<file path="config.mk">
export PLATFORM = sky130hd
export DESIGN_NAME = seq_pattern_gen_flat
export DESIGN_NICKNAME = d
export VERILOG_FILES = /design/src/rtl/seq_pattern_gen_if.sv /design/src/rtl/seq_pattern_gen.sv /design/src/flat_wrapper.sv
export SDC_FILE = /design/constraint.sdc
export NUM_CORES = 1
export LEC_CHECK = 0
export ABC_AREA = 1
export CORE_ASPECT_RATIO = 1.5
export CORE_MARGIN = 8
export CORE_UTILIZATION = 55
export DETAILED_ROUTE_END_ITERATION = 8
export PLACE_DENSITY_LB_ADDON = 0.12
export REMOVE_ABC_BUFFERS = 1
export SLEW_MARGIN = 40
export SYNTH_ARGS = -nofsm -noshare
export SYNTH_HDL_FRONTEND = slang
export SYNTH_SLANG_ARGS = --single-unit
</file>
<file path="constraint.sdc">
create_clock -name clk -period 5.15 [get_ports clk]
set_input_delay 1.03 -clock clk [delete_from_list [all_inputs] [get_ports clk]]
set_output_delay 1.03 -clock clk [all_outputs]
set_load 0.1 [all_outputs]
</file>
<file path="src/rtl/seq_pattern_gen_if.sv">
// Request/stream bundle between a pattern requester (master) and seq_pattern_gen (slave).
interface seq_pattern_gen_if #(
    parameter int PAT_W = 8,
    parameter int CNT_W = 4
);
    logic             start;
    logic             abort;
    logic [PAT_W-1:0] pat;
    logic [CNT_W-1:0] len;
    logic [CNT_W-1:0] rep;
    logic [CNT_W-1:0] gap;
    logic             dout;
    logic             dout_vld;
    logic             busy;
    logic             done;
    logic [CNT_W-1:0] frame_cnt;

    modport master (
        output start, abort, pat, len, rep, gap,
        input  dout, dout_vld, busy, done, frame_cnt
    );

    modport slave (
        input  start, abort, pat, len, rep, gap,
        output dout, dout_vld, busy, done, frame_cnt
    );
endinterface

</file>
<file path="src/rtl/seq_pattern_gen.sv">
// Serial test-pattern generator: shifts a captured pattern out MSB-first,
// repeating it rep+1 times with an optional idle gap between frames.
module seq_pattern_gen #(
    parameter int PAT_W = 8,
    parameter int CNT_W = 4
) (
    input  logic             clk,
    input  logic             rst,
    seq_pattern_gen_if.slave bus
);

    typedef enum logic [1:0] {IDLE, SHIFT, GAP, FIN} state_t;

    localparam logic [CNT_W-1:0] PAT_W_C = CNT_W'(PAT_W);
    localparam logic [CNT_W-1:0] ONE     = CNT_W'(1);

    state_t           state;
    logic [PAT_W-1:0] pat_q;
    logic [CNT_W-1:0] len_q;
    logic [CNT_W-1:0] rep_q;
    logic [CNT_W-1:0] gap_q;
    logic [CNT_W-1:0] idx;
    logic [CNT_W-1:0] gap_cnt;
    logic [CNT_W-1:0] frame_cnt_r;
    logic             dout_r;
    logic             dout_vld_r;
    logic             busy_r;
    logic             done_r;

    logic [CNT_W-1:0] len_in_eff;
    logic             first_in_bit;
    logic             reload_bit;
    logic             next_bit;

    // Shift-based bit select keeps the index width independent of PAT_W.
    function automatic logic pick(input logic [PAT_W-1:0] p, input logic [CNT_W-1:0] i);
        logic [PAT_W-1:0] s;
        s = p >> i;
        return s[0];
    endfunction

    always_comb begin
        len_in_eff   = (bus.len == '0 || bus.len > PAT_W_C) ? PAT_W_C : bus.len;
        first_in_bit = pick(bus.pat, len_in_eff - ONE);
        reload_bit   = pick(pat_q, len_q - ONE);
        next_bit     = pick(pat_q, idx - ONE);
    end

    // Outputs are computed for the cycle that follows each edge, so idx always
    // names the bit currently on dout.
    always_ff @(posedge clk or posedge rst) begin
        if (rst) begin
            state       <= IDLE;
            pat_q       <= '0;
            len_q       <= '0;
            rep_q       <= '0;
            gap_q       <= '0;
            idx         <= '0;
            gap_cnt     <= '0;
            frame_cnt_r <= '0;
            dout_r      <= 1'b0;
            dout_vld_r  <= 1'b0;
            busy_r      <= 1'b0;
            done_r      <= 1'b0;
        end else begin
            case (state)
                IDLE: begin
                    done_r <= 1'b0;
                    if (bus.start && !bus.abort) begin
                        pat_q       <= bus.pat;
                        len_q       <= len_in_eff;
                        rep_q       <= bus.rep;
                        gap_q       <= bus.gap;
                        frame_cnt_r <= '0;
                        idx         <= len_in_eff - ONE;
                        dout_r      <= first_in_bit;
                        dout_vld_r  <= 1'b1;
                        busy_r      <= 1'b1;
                        state       <= SHIFT;
                    end
                end
                SHIFT: begin
                    if (bus.abort || (idx == '0 && frame_cnt_r == rep_q)) begin
                        dout_r     <= 1'b0;
                        dout_vld_r <= 1'b0;
                        busy_r     <= 1'b0;
                        done_r     <= 1'b1;
                        state      <= FIN;
                    end else if (idx == '0) begin
                        frame_cnt_r <= frame_cnt_r + ONE;
                        idx         <= len_q - ONE;
                        if (gap_q != '0) begin
                            gap_cnt    <= gap_q;
                            dout_r     <= 1'b0;
                            dout_vld_r <= 1'b0;
                            state      <= GAP;
                        end else begin
                            dout_r     <= reload_bit;
                            dout_vld_r <= 1'b1;
                        end
                    end else begin
                        idx    <= idx - ONE;
                        dout_r <= next_bit;
                    end
                end
                GAP: begin
                    if (bus.abort) begin
                        busy_r <= 1'b0;
                        done_r <= 1'b1;
                        state  <= FIN;
                    end else if (gap_cnt == ONE) begin
                        dout_r     <= reload_bit;
                        dout_vld_r <= 1'b1;
                        state      <= SHIFT;
                    end else begin
                        gap_cnt <= gap_cnt - ONE;
                    end
                end
                FIN: begin
                    done_r <= 1'b0;
                    state  <= IDLE;
                end
                default: begin
                    dout_r     <= 1'b0;
                    dout_vld_r <= 1'b0;
                    busy_r     <= 1'b0;
                    done_r     <= 1'b0;
                    state      <= IDLE;
                end
            endcase
        end
    end

    assign bus.dout      = dout_r;
    assign bus.dout_vld  = dout_vld_r;
    assign bus.busy      = busy_r;
    assign bus.done      = done_r;
    assign bus.frame_cnt = frame_cnt_r;

endmodule

</file>
<file path="src/flat_wrapper.sv">
// flat-port wrapper written by rule: the top's interface ports become plain ports
module seq_pattern_gen_flat 
#(
    parameter int PAT_W = 8,
    parameter int CNT_W = 4
)
  (clk, rst, bus_start, bus_abort, bus_pat, bus_len, bus_rep, bus_gap, bus_dout, bus_dout_vld, bus_busy, bus_done, bus_frame_cnt);
  seq_pattern_gen_if #(.PAT_W(PAT_W), .CNT_W(CNT_W)) bus_i ();
  input  logic clk;
  input  logic rst;
  input wire logic [$bits(bus_i.start)-1:0] bus_start;
  input wire logic [$bits(bus_i.abort)-1:0] bus_abort;
  input wire logic [$bits(bus_i.pat)-1:0] bus_pat;
  input wire logic [$bits(bus_i.len)-1:0] bus_len;
  input wire logic [$bits(bus_i.rep)-1:0] bus_rep;
  input wire logic [$bits(bus_i.gap)-1:0] bus_gap;
  output wire logic [$bits(bus_i.dout)-1:0] bus_dout;
  output wire logic [$bits(bus_i.dout_vld)-1:0] bus_dout_vld;
  output wire logic [$bits(bus_i.busy)-1:0] bus_busy;
  output wire logic [$bits(bus_i.done)-1:0] bus_done;
  output wire logic [$bits(bus_i.frame_cnt)-1:0] bus_frame_cnt;
  assign bus_i.start = bus_start;
  assign bus_i.abort = bus_abort;
  assign bus_i.pat = bus_pat;
  assign bus_i.len = bus_len;
  assign bus_i.rep = bus_rep;
  assign bus_i.gap = bus_gap;
  assign bus_dout = bus_i.dout;
  assign bus_dout_vld = bus_i.dout_vld;
  assign bus_busy = bus_i.busy;
  assign bus_done = bus_i.done;
  assign bus_frame_cnt = bus_i.frame_cnt;
  seq_pattern_gen #(.PAT_W(PAT_W), .CNT_W(CNT_W)) u_core (.clk(clk), .rst(rst), .bus(bus_i));
endmodule
</file>
==> results_dict.tcl <==
set metrics [dict create \
    status "complete, no violations" \
    placement_rows 29 \
    powerDensity_nw_per_um2 675 \
    hold_depth 2 \
    fin_crit_sh 0.544 \
    numCtsBuffers 5 \
    hold_viol_final 0 \
    hold_path_startpoint "u_core.len_q[1]" \
    p_leak_nw 1.38 \
    grt_use_total 0.161 \
    report.final.slew_viol_count 0 \
    grt_max_degree 39 \
    die_w_um 69.9 \
    critPathLaunchType "input pin" \
    start_util 0.570 \
    pin_count 32 \
    ctsResizeCount 0 \
    drc_errors 0 \
    synth_seq_cells 38 \
    path_cells "clkdlybuf4s50_1, inv_2, nand3_2, o21ai_1, nand3_4, inv_2, nand2_1, o21ai_2" \
    yosys_warnings 0 \
    multiInputGateArea_um2 1250 \
    drive_gt1_frac 0.117 \
    drt_iter0_markers 141 \
    end_kind "flop" \
    postRouteAntennaNets 0 \
    clock-sinks 38 \
    slowest_stage "nand3_2" \
    grt_remaining_overflow 0 \
    fillers 365 \
    combinationalPowerShare 0.597 \
    arrival_ns 3.02 \
    switchingPower_mw 0.968 \
    coreArea_um2 4210 \
    tns_ns 0 \
    synth_xor_area_frac 0.0255 \
    p_int_mw 0.910 \
    tightest_slew_ns 0.658 \
    worst_r2r_path_depth 8 \
    cts-root-buf "clkbuf_8" \
    min-delay-path-class "reg2reg" \
    synth_area_leader_cell "dfrtp_1" \
    synthAdderAreaFrac 0.0521 \
    die_area_um2 6780 \
    seq_area_um2 951 \
    maxCapViolations 0 \
    ir_worst_vdd_mv 0.446 \
    synth-simple-area-share 0.294 \
    reg2reg_slack_ns 2.90 \
    avgRoutedWirePerCell_um 13.0 \
    netlist_instances 316 \
    cts_setup_buffers 0 \
    via_per_inst 5.35 \
    p_total_mw 1.88 \
    grt_pass1_wl_um 9240 \
    p_sw_frac 0.515 \
    htreeDepth 2 \
    sequentialPowerShare 0.300 \
    max_stage_delay_ns 0.52 \
    worstSetupPathType "in2reg" \
    cts.path.max_buffers 2 \
    cp_top_family "simple AND/OR/NAND/NOR gates" \
    cp.depth 8 \
    timing.hold.ws_ns 0.491 \
    yosysTopAreaCellShare 0.396 \
    wl_um 5150 \
    place.gp.congestion 0.914 \
    nNetsFinal 383 \
    rsz0062_at_grt "false" \
    final_common_cell "nand2_1" \
    fin_crit_ns 2.80 \
    whs_endpoint "u_core.len_q[1]" \
    synth_top_family_by_area "simple AND/OR/NAND/NOR gates" \
    yosysUniqueCellTypes 31 \
    antenna_found_initial 0 \
    syn2layout_area_growth_pct 16.0 \
    worstPathRequired_ns 5.37 \
    die_height_um 96.9 \
    critPathBufInv 3 \
    setup_viol 0 \
    netlist_area_um2 2400 \
    path_clk_slew_ns 0.07 \
    fmax_mhz 357 \
    rr_startpoint "u_core.state[0]" \
    synth_area_leaders "dfrtp_1, nand2_1, inv_1" \
    synth_seq_area_share 0.396 \
    pwr-share-clk 0.102 \
    timing.rr.end "u_core.bus.frame_cnt[2]" \
    avgSynthCellArea_um2 7.59 \
    clk_latency_ns 0.29 \
    cts_tree "done" \
    final_cell_mix "nand2_1, inv_1, dfrtp_1" \
    crit_fanout 35 \
    drt-pass1-iter-count 4 \
    cpMostUsedCell "inv_2" \
    synth_compound_area_frac 0.116 \
    holdBufCountCts 0 \
    port-buffer-count 31 \
    timing.slew.headroom 0.561 \
    synth_mux_area_frac 0.0328 \
    clock-skew-final_ns 0.00558 \
    dp_hpwl_um 3850 \
    antennaDiodeCount 0 \
    via_count 2113 \
    grt_pass1_vias 2148 \
]
==> state kept, by name (all words and copies together) (netlist names) <==
name / cells
u_core.pat_q: 8
u_core.bus.frame_cnt: 4
u_core.gap_cnt: 4
u_core.gap_q: 4
u_core.idx: 4
u_core.len_q: 4
u_core.rep_q: 4
u_core.state: 2
u_core.bus.busy: 1
u_core.bus.done: 1
u_core.bus.dout: 1
u_core.bus.dout_vld: 1
==> power groups by stage <==
stage / Clock, mW / Sequential (mW) / Combinational, mW
2_1_floorplan: 0 / 0.717 / 0.733
3_3_place_gp: 0 / 0.565 / 1.12
3_5_place_dp: 0 / 0.566 / 1.12
4_1_cts: 0.201 / 0.561 / 1.12
5_1_grt: 0.212 / 0.584 / 1.27
6_report: 0.192 / 0.564 / 1.12
==> worst reg2reg max path, stage by stage, from the launching register on <==
cell and delay, ns:
dfrtp_1 0.44, inv_1 0.11, ha_1 0.23, nand3_2 0.54
o21ai_1 0.51, nand3_4 0.15, inv_2 0.10, nand2_1 0.06
o21ai_2 0.05
==> metrics by stage <==
stage	util	cells	setup slack [ns]	area, um^2
2_1_floorplan	-	310	2.87	2370
5_1_grt	0.661	395	2.19	2780
3_5_place_dp	0.643	388	2.03	2710
6_report	0.661	395	2.35	2780
3_3_place_gp	0.653	388	2.07	2750
4_1_cts	0.661	395	2.33	2780
==> per-layer routing <==
layer	track usage	vias to the layer above	part of all wire	routed length (um)
li1	-	1085	-	-
met1	0.183	975	0.45	2300
met2	0.273	39	0.49	2530
met3	0.0337	14	0.035	178
met4	0.0839	0	0.028	143
met5	0	-	0	0
==> worst max path at each step <==
| stage | endpoint | start |
|---|---|---|
| floorplan | u_core.bus.frame_cnt[0] | bus_abort |
| global placement | u_core.bus.frame_cnt[2] | bus_abort |
| detailed placement | u_core.bus.frame_cnt[2] | bus_abort |
| CTS | u_core.bus.frame_cnt[2] | bus_abort |
| global route | u_core.bus.frame_cnt[2] | bus_abort |
| finish | u_core.bus.frame_cnt[2] | bus_abort |
==> cells in the mapped netlist, drive strengths merged <==
master and number:
o31ai 1, nand3 25, buf 4, o22ai 1
xnor2 3, nand2 93, clkbuf 2, o211ai 7
inv 46, a31oi 2, nand4 3, mux2 7
dfrtp 38, or2 2, nand3b 2, ha 10
nor2 22, a21oi 9, nor3 5, o21ai 30
xor2 4
==> cells by family (layout without fill, tap and decap cells) <==
| group | Yosys count | count (layout) |
|---|---|---|
| XOR/XNOR | 7 | 7 |
| multiplexers | 7 | 7 |
| buffers and inverters | 52 | 85 |
| flip-flops | 38 | 38 |
| AND/OR/NAND/NOR | 152 | 152 |
| AO/OA/AOI/OAI | 50 | 50 |
| adder cells (fa/ha/maj) | 10 | 10 |
==> layout make-up <==
class / count / area share
inverters: 46 / 0.0620
flip-flops and latches: 38 / 0.342
well taps: 46 / 0.0207
multi-input cells: 226 / 0.449
repair buffers: 32 / 0.0998
clock buffers: 7 / 0.0274
No activity file was read; power rests on OpenSTA's default activity.
